<file path="config.mk">
export PLATFORM = sky130hd
export DESIGN_NAME = alu_flat
export DESIGN_NICKNAME = d
export VERILOG_FILES = /design/src/rtl/alu_pkg.sv /design/src/rtl/alu_if.sv /design/src/rtl/alu_addsub.sv /design/src/rtl/alu.sv /design/src/flat_wrapper.sv
export SDC_FILE = /design/constraint.sdc
export NUM_CORES = 1
export LEC_CHECK = 0
export CAP_MARGIN = 20
export CORE_MARGIN = 1.5
export CORE_UTILIZATION = 50
export DETAILED_ROUTE_END_ITERATION = 12
export PLACE_DENSITY = 0.74
export RECOVER_POWER = 25
export SETUP_SLACK_MARGIN = 0.02
export SLEW_MARGIN = 20
export SYNTH_ARGS = -nofsm -noshare
export SYNTH_HDL_FRONTEND = slang
export SYNTH_SLANG_ARGS = --single-unit
</file>
<file path="constraint.sdc">
create_clock -name clk -period 17.6 [get_ports clk]
set_input_delay 2.64 -clock clk [delete_from_list [all_inputs] [get_ports clk]]
set_output_delay 2.64 -clock clk [all_outputs]
set_load 0.02 [all_outputs]
</file>
<file path="src/rtl/alu_pkg.sv">
`default_nettype none
// ============================================================================
// Module      : alu_pkg
// Description : Shared types and constants for the execute-stage ALU.
//               alu_op_e carries the 4-bit ALUCntl operation codes.
// Revision    : 1.0 - initial release
// ============================================================================
package alu_pkg;

    localparam int WIDTH_DEFAULT = 32;
    localparam int SHAMT_W       = $clog2(WIDTH_DEFAULT);

    typedef enum logic [3:0] {
        ALU_AND  = 4'b0000,
        ALU_OR   = 4'b0001,
        ALU_ADD  = 4'b0010,
        ALU_ADDC = 4'b0011,
        ALU_XOR  = 4'b0100,
        ALU_SLL  = 4'b0101,
        ALU_SUB  = 4'b0110,
        ALU_SLT  = 4'b0111,
        ALU_SRL  = 4'b1000,
        ALU_SRA  = 4'b1001,
        ALU_SLTU = 4'b1010,
        ALU_SUBC = 4'b1011,
        ALU_NOR  = 4'b1100,
        ALU_LUI  = 4'b1101,
        ALU_RSV0 = 4'b1110,
        ALU_RSV1 = 4'b1111
    } alu_op_e;

endpackage
`default_nettype wire

</file>
<file path="src/rtl/alu_if.sv">
`default_nettype none
// ============================================================================
// Module      : alu_if
// Description : Operand/result bundle between the datapath and the ALU.
//               master : drives A, B, ALUCntl, CarryIn; receives results
//               slave  : the ALU side
// Revision    : 1.0 - initial release
// ============================================================================
interface alu_if #(
    parameter int WIDTH = 32
);
    logic [WIDTH-1:0] A;
    logic [WIDTH-1:0] B;
    logic [3:0]       ALUCntl;
    logic             CarryIn;
    logic [WIDTH-1:0] ALUOut;
    logic             Zero;
    logic             CarryOut;
    logic             Overflow;

    modport master (
        output A, B, ALUCntl, CarryIn,
        input  ALUOut, Zero, CarryOut, Overflow
    );

    modport slave (
        input  A, B, ALUCntl, CarryIn,
        output ALUOut, Zero, CarryOut, Overflow
    );
endinterface
`default_nettype wire

</file>
<file path="src/rtl/alu_addsub.sv">
`default_nettype none
// ============================================================================
// Module      : alu_addsub
// Description : WIDTH-bit adder with optional B inversion and selectable
//               carry-in. Shared by every add, subtract and compare op.
//               i_a, i_b      : operands
//               i_invert_b    : add ~B instead of B
//               i_cin         : carry into bit 0
//               o_sum         : WIDTH-bit sum
//               o_carry       : carry out of bit WIDTH-1
//               o_overflow    : two's-complement overflow
// Revision    : 1.0 - initial release
// ============================================================================
module alu_addsub #(
    parameter int WIDTH = 32
) (
    input  wire logic [WIDTH-1:0] i_a,
    input  wire logic [WIDTH-1:0] i_b,
    input  wire logic             i_invert_b,
    input  wire logic             i_cin,
    output logic      [WIDTH-1:0] o_sum,
    output logic                  o_carry,
    output logic                  o_overflow
);

    logic [WIDTH-1:0] w_b_eff;
    logic [WIDTH:0]   w_full;

    always_comb begin
        w_b_eff    = i_invert_b ? ~i_b : i_b;
        w_full     = {1'b0, i_a} + {1'b0, w_b_eff} + {{WIDTH{1'b0}}, i_cin};
        o_sum      = w_full[WIDTH-1:0];
        o_carry    = w_full[WIDTH];
        // Overflow judged against the operand actually added (B or ~B).
        o_overflow = (i_a[WIDTH-1] == w_b_eff[WIDTH-1]) &&
                     (w_full[WIDTH-1] != i_a[WIDTH-1]);
    end

endmodule
`default_nettype wire

</file>
<file path="src/rtl/alu.sv">
`default_nettype none
// ============================================================================
// Module      : alu
// Description : Registered 32-bit MIPS execute-stage ALU. Result and the
//               Zero/CarryOut/Overflow flags are computed combinationally
//               and captured on the rising edge (1-cycle latency).
//               clk    : system clock
//               reset  : synchronous active-high, clears all outputs
//               bus    : alu_if slave (A, B, ALUCntl, CarryIn in;
//                        ALUOut, Zero, CarryOut, Overflow out)
// Revision    : 1.0 - initial release
// ============================================================================
module alu
    import alu_pkg::*;
#(
    parameter int WIDTH = WIDTH_DEFAULT
) (
    input  wire logic clk,
    input  wire logic reset,
    alu_if.slave      bus
);

    localparam int c_shamt_w = $clog2(WIDTH);

    alu_op_e              w_op;
    logic [c_shamt_w-1:0] w_shamt;
    logic                 w_invert_b;
    logic                 w_cin;
    logic                 w_arith;
    logic [WIDTH-1:0]     w_sum;
    logic                 w_carry;
    logic                 w_overflow;
    logic                 w_lt_signed;
    logic                 w_lt_unsigned;
    logic [WIDTH-1:0]     w_result;

    logic [WIDTH-1:0]     r_alu_out;
    logic                 r_zero;
    logic                 r_carry_out;
    logic                 r_overflow;

    assign w_op    = alu_op_e'(bus.ALUCntl);
    assign w_shamt = bus.B[c_shamt_w-1:0];

    // Adder control: compares run as A - B; only ADDC/SUBC consume CarryIn.
    always_comb begin
        w_invert_b = 1'b0;
        w_cin      = 1'b0;
        w_arith    = 1'b0;
        case (w_op)
            ALU_ADD:  begin w_arith = 1'b1; end
            ALU_ADDC: begin w_arith = 1'b1; w_cin = bus.CarryIn; end
            ALU_SUB:  begin w_arith = 1'b1; w_invert_b = 1'b1; w_cin = 1'b1; end
            ALU_SUBC: begin w_arith = 1'b1; w_invert_b = 1'b1; w_cin = bus.CarryIn; end
            ALU_SLT,
            ALU_SLTU: begin w_invert_b = 1'b1; w_cin = 1'b1; end
            default:  begin end
        endcase
    end

    alu_addsub #(
        .WIDTH (WIDTH)
    ) u_addsub (
        .i_a        (bus.A),
        .i_b        (bus.B),
        .i_invert_b (w_invert_b),
        .i_cin      (w_cin),
        .o_sum      (w_sum),
        .o_carry    (w_carry),
        .o_overflow (w_overflow)
    );

    // Sign of A-B corrected by overflow gives the true signed ordering;
    // a missing carry out of A + ~B + 1 means a borrow, i.e. A < B unsigned.
    assign w_lt_signed   = w_sum[WIDTH-1] ^ w_overflow;
    assign w_lt_unsigned = ~w_carry;

    always_comb begin
        w_result = '0;
        case (w_op)
            ALU_AND:  w_result = bus.A & bus.B;
            ALU_OR:   w_result = bus.A | bus.B;
            ALU_ADD,
            ALU_ADDC,
            ALU_SUB,
            ALU_SUBC: w_result = w_sum;
            ALU_XOR:  w_result = bus.A ^ bus.B;
            ALU_SLL:  w_result = bus.A << w_shamt;
            ALU_SLT:  w_result = {{(WIDTH-1){1'b0}}, w_lt_signed};
            ALU_SRL:  w_result = bus.A >> w_shamt;
            ALU_SRA:  w_result = $unsigned($signed(bus.A) >>> w_shamt);
            ALU_SLTU: w_result = {{(WIDTH-1){1'b0}}, w_lt_unsigned};
            ALU_NOR:  w_result = ~(bus.A | bus.B);
            ALU_LUI:  w_result = bus.B << 16;
            default:  w_result = '0;
        endcase
    end

    always_ff @(posedge clk) begin
        if (reset) begin
            r_alu_out   <= '0;
            r_zero      <= 1'b0;   // forced low, not derived from the result
            r_carry_out <= 1'b0;
            r_overflow  <= 1'b0;
        end else begin
            r_alu_out   <= w_result;
            r_zero      <= (w_result == '0);
            r_carry_out <= w_arith & w_carry;
            r_overflow  <= w_arith & w_overflow;
        end
    end

    assign bus.ALUOut   = r_alu_out;
    assign bus.Zero     = r_zero;
    assign bus.CarryOut = r_carry_out;
    assign bus.Overflow = r_overflow;

endmodule
`default_nettype wire

</file>
<file path="src/flat_wrapper.sv">
// flat-port wrapper written by rule: the top's interface ports become plain ports
module alu_flat import alu_pkg::*;
#(
    parameter int WIDTH = WIDTH_DEFAULT
)
  (clk, reset, bus_A, bus_B, bus_ALUCntl, bus_CarryIn, bus_ALUOut, bus_Zero, bus_CarryOut, bus_Overflow);
  alu_if #(.WIDTH(WIDTH)) bus_i ();
  input  wire logic clk;
  input  wire logic reset;
  input wire logic [$bits(bus_i.A)-1:0] bus_A;
  input wire logic [$bits(bus_i.B)-1:0] bus_B;
  input wire logic [$bits(bus_i.ALUCntl)-1:0] bus_ALUCntl;
  input wire logic [$bits(bus_i.CarryIn)-1:0] bus_CarryIn;
  output wire logic [$bits(bus_i.ALUOut)-1:0] bus_ALUOut;
  output wire logic [$bits(bus_i.Zero)-1:0] bus_Zero;
  output wire logic [$bits(bus_i.CarryOut)-1:0] bus_CarryOut;
  output wire logic [$bits(bus_i.Overflow)-1:0] bus_Overflow;
  assign bus_i.A = bus_A;
  assign bus_i.B = bus_B;
  assign bus_i.ALUCntl = bus_ALUCntl;
  assign bus_i.CarryIn = bus_CarryIn;
  assign bus_ALUOut = bus_i.ALUOut;
  assign bus_Zero = bus_i.Zero;
  assign bus_CarryOut = bus_i.CarryOut;
  assign bus_Overflow = bus_i.Overflow;
  alu #(.WIDTH(WIDTH)) u_core (.clk(clk), .reset(reset), .bus(bus_i));
endmodule
</file>
==> reports/summary.txt <==
ys flop type -> dfxtp_1
# DRC -> 0
count leader, synth -> nand2_1
Placer Congestion -> 1.03
CTS sink count -> 35
Async SR Flop Fraction -> 0%
Syn. warnings -> 0
CTS tree -> done
Design Power -> 0.000577 W
sequential power share -> 15.7%
Clock Power Share -> 14.5%
Syn Inst Count -> 1320
Clock Tree Buf Depth -> 2
final wirelength -> 46900 µm
Post-CTS Setup Bufs -> 0
Pleak -> 4.45 nW
gr usage total -> 45.1%
M1 WL -> 18600 µm
met3 wire len -> 6240 µm
Rows -> 51
initial drt markers -> 1533
setup_tns -> 0 ps
Sw Share -> 49.4%
vias -> 11600
max_slew headroom -> 15.4%
crit path launch type -> input port
root buffer cell -> clkbuf_16
core region area -> 19500 µm²
Overflow after GRT -> 0
Netlist cell types -> 83
final worst-path cycle share -> 46.8%
top post-synthesis cells by count -> nand2_1 (110), nor2_1 (108), ha_1 (96)
fin nets -> 1515
placed insts -> 1604
WS Path Type -> in2reg
synth-to-layout area growth -> 12.6%
top sig layer -> met4
Avg Cell Area, Syn -> 7.53 µm²
PwrDens -> 51.5 nW/µm²
DRT Pass-1 Iters -> 8
vias in the first global route -> 10700
Die ar. -> 20700 µm²
fmax -> 0.121 GHz
Synth area leaders -> ha_1 (12%), mux4_2 (10%), dfxtp_1 (7.1%)
Comb pwr share -> 69.8%
metal2 WL -> 18900 µm
Crit. End Element -> flop
post-route cell area -> 11200 µm²
fin cells -> 1613
final hold violation count -> 0
first-pass GRT wire length -> 68700 µm
Synth Cell Area -> 9930 µm²
Int Pwr -> 0.000292 W
dpl hpwl -> 36000 µm
RSZ-0062 raised after global routing -> false
antenna viol nets, final -> 0
worst hold path class -> in2reg
Max-Cap Viols -> 0
sequential-to-total area share from yosys stat -> 7.05%
outcome -> finished clean
hold-fix buffers at CTS -> 0
final setup violation count -> 0
initial antenna violation count -> 1
register clock-pin slew on the reported worst setup and hold paths -> 50 ps
share of cells above drive strength 1 -> 11.0%
chip height -> 144 µm
CTS buffer count -> 5
htree depth -> 2
arrival time worst endpoint -> 8460 ps
io pins -> 106
Routed WL per cell -> 29.1 µm
Yosys reg bits -> 35
largest net degree at the start of global routing -> 69
initial core utilization -> 51.0%
Net Count, Synth -> 1489
Post-CTS Resized -> 0
dominant cell type by area after synthesis -> ha_1
fin crit period -> 8240 ps
Peak VDD IR -> 47.9 µV
Yosys top cell area share -> 12.1%
CP Max Fanout -> 37
worst slew pin tran -> 1240 ps
Worst Path Required -> 17820 ps
switching power -> 0.000285 W
EDFF count, synth -> 0
area post-placement -> 11000 µm²
IO Port Bufs -> 105
Max Transition Viols Final -> 0
Via-to-Cell Ratio -> 7.19
chip width -> 144 µm
-- layout make-up --
class / count / area, µm²
antenna: 1 / 2.50
clock buffer: 5 / 125
clock inverter: 3 / 15.0
fill: 1891 / 8280
inverter: 72 / 270
multi-input combinational: 1101 / 8520
sequential: 35 / 701
tap: 265 / 332
timing repair buffer: 131 / 1220
-- cell usage in the layout (no fill, tap or decap), drive strengths merged, types with 18 or more instances in the layout --
| cell type | instances |
|---|---|
| a22oi | 22 |
| a31oi | 23 |
| o22ai | 18 |
| a211oi | 24 |
| nand2 | 110 |
| inv | 70 |
| xnor2 | 43 |
| clkdlybuf4s50 | 83 |
| mux2 | 43 |
| o21ai | 78 |
| mux4 | 49 |
| a21oi | 95 |
| dfxtp | 35 |
| mux2i | 48 |
| nand2b | 19 |
| nor3 | 37 |
| ha | 96 |
| nand3 | 39 |
| nor2 | 109 |
| buf | 31 |
-- layer usage --
metal / up-vias / GRT usage [%]
met1: 5505 / 60.5
met4: 0 / 24.4
met2: 889 / 64.2
met3: 166 / 13.5
li1: 5042 / -
met5: - / 0
-- power groups by stage --
| stage | Clock, W | Combinational, W | Sequential (W) |
|---|---|---|---|
| 2_1_floorplan | 0 | 0.000239 | 0.000103 |
| 3_3_place_gp | 0 | 0.000387 | 0.0000918 |
| 3_5_place_dp | 0 | 0.000387 | 0.0000923 |
| 4_1_cts | 0.0000845 | 0.000389 | 0.0000907 |
| 5_1_grt | 0.0000888 | 0.000425 | 0.0000913 |
| 6_report | 0.0000838 | 0.000402 | 0.0000904 |
-- path summary, 6_finish.rpt --
| path | depth (start not counted) | from | end | slack [ps] |
|---|---|---|---|---|
| min | 3 | reset | u_core.bus.ALUOut[26]$_SDFF_PP0_ | 3160 |
| max | 19 | bus_ALUCntl[2] | u_core.bus.Zero$_SDFF_PP0_ | 9360 |
-- critical path, cell delays in order --
cell	delay, ps
clkdlybuf4s50_1	450
buf_4	350
nor2b_1	410
o21ai_4	60
buf_4	320
xnor2_1	250
fa_1	220
inv_1	60
fa_1	420
nor2b_1	170
o2111ai_1	250
a211o_1	400
a31oi_1	250
xor2_1	110
a211o_1	310
or4_1	480
or4_1	560
or4_1	480
and4bb_1	240
-- per-stage QoR --
stage	utilization [%]	worst slack (ps)	hold WS [ps]
after floorplan	-	9210	2900
after global placement	56.7	9310	3440
after detailed placement	56.7	9190	3440
after CTS	57.4	9460	3160
after global routing	57.5	9020	3200
final	57.5	9360	3160
-- registers in the layout, indices dropped and copies added, names as in the netlist --
| name | count |
|---|---|
| u_core.bus.Zero | 1 |
| u_core.bus.Overflow | 1 |
| u_core.bus.ALUOut | 32 |
| u_core.bus.CarryOut | 1 |
-- cell families (layout without fill, tap and decap cells) --
kind of cell	after synthesis	after routing	synth area share (%)
AOI/OAI and AO/OA	406	406	27.4
xor gates and xnor gates	52	52	4.58
other	0	1	0
and+or+nand+nor	405	405	19.8
muxes	140	140	21.0
adders and majority gates	98	98	12.5
DFF	35	35	7.05
buffers and inverters	184	211	7.66
Power figures use the tool's default switching activity.
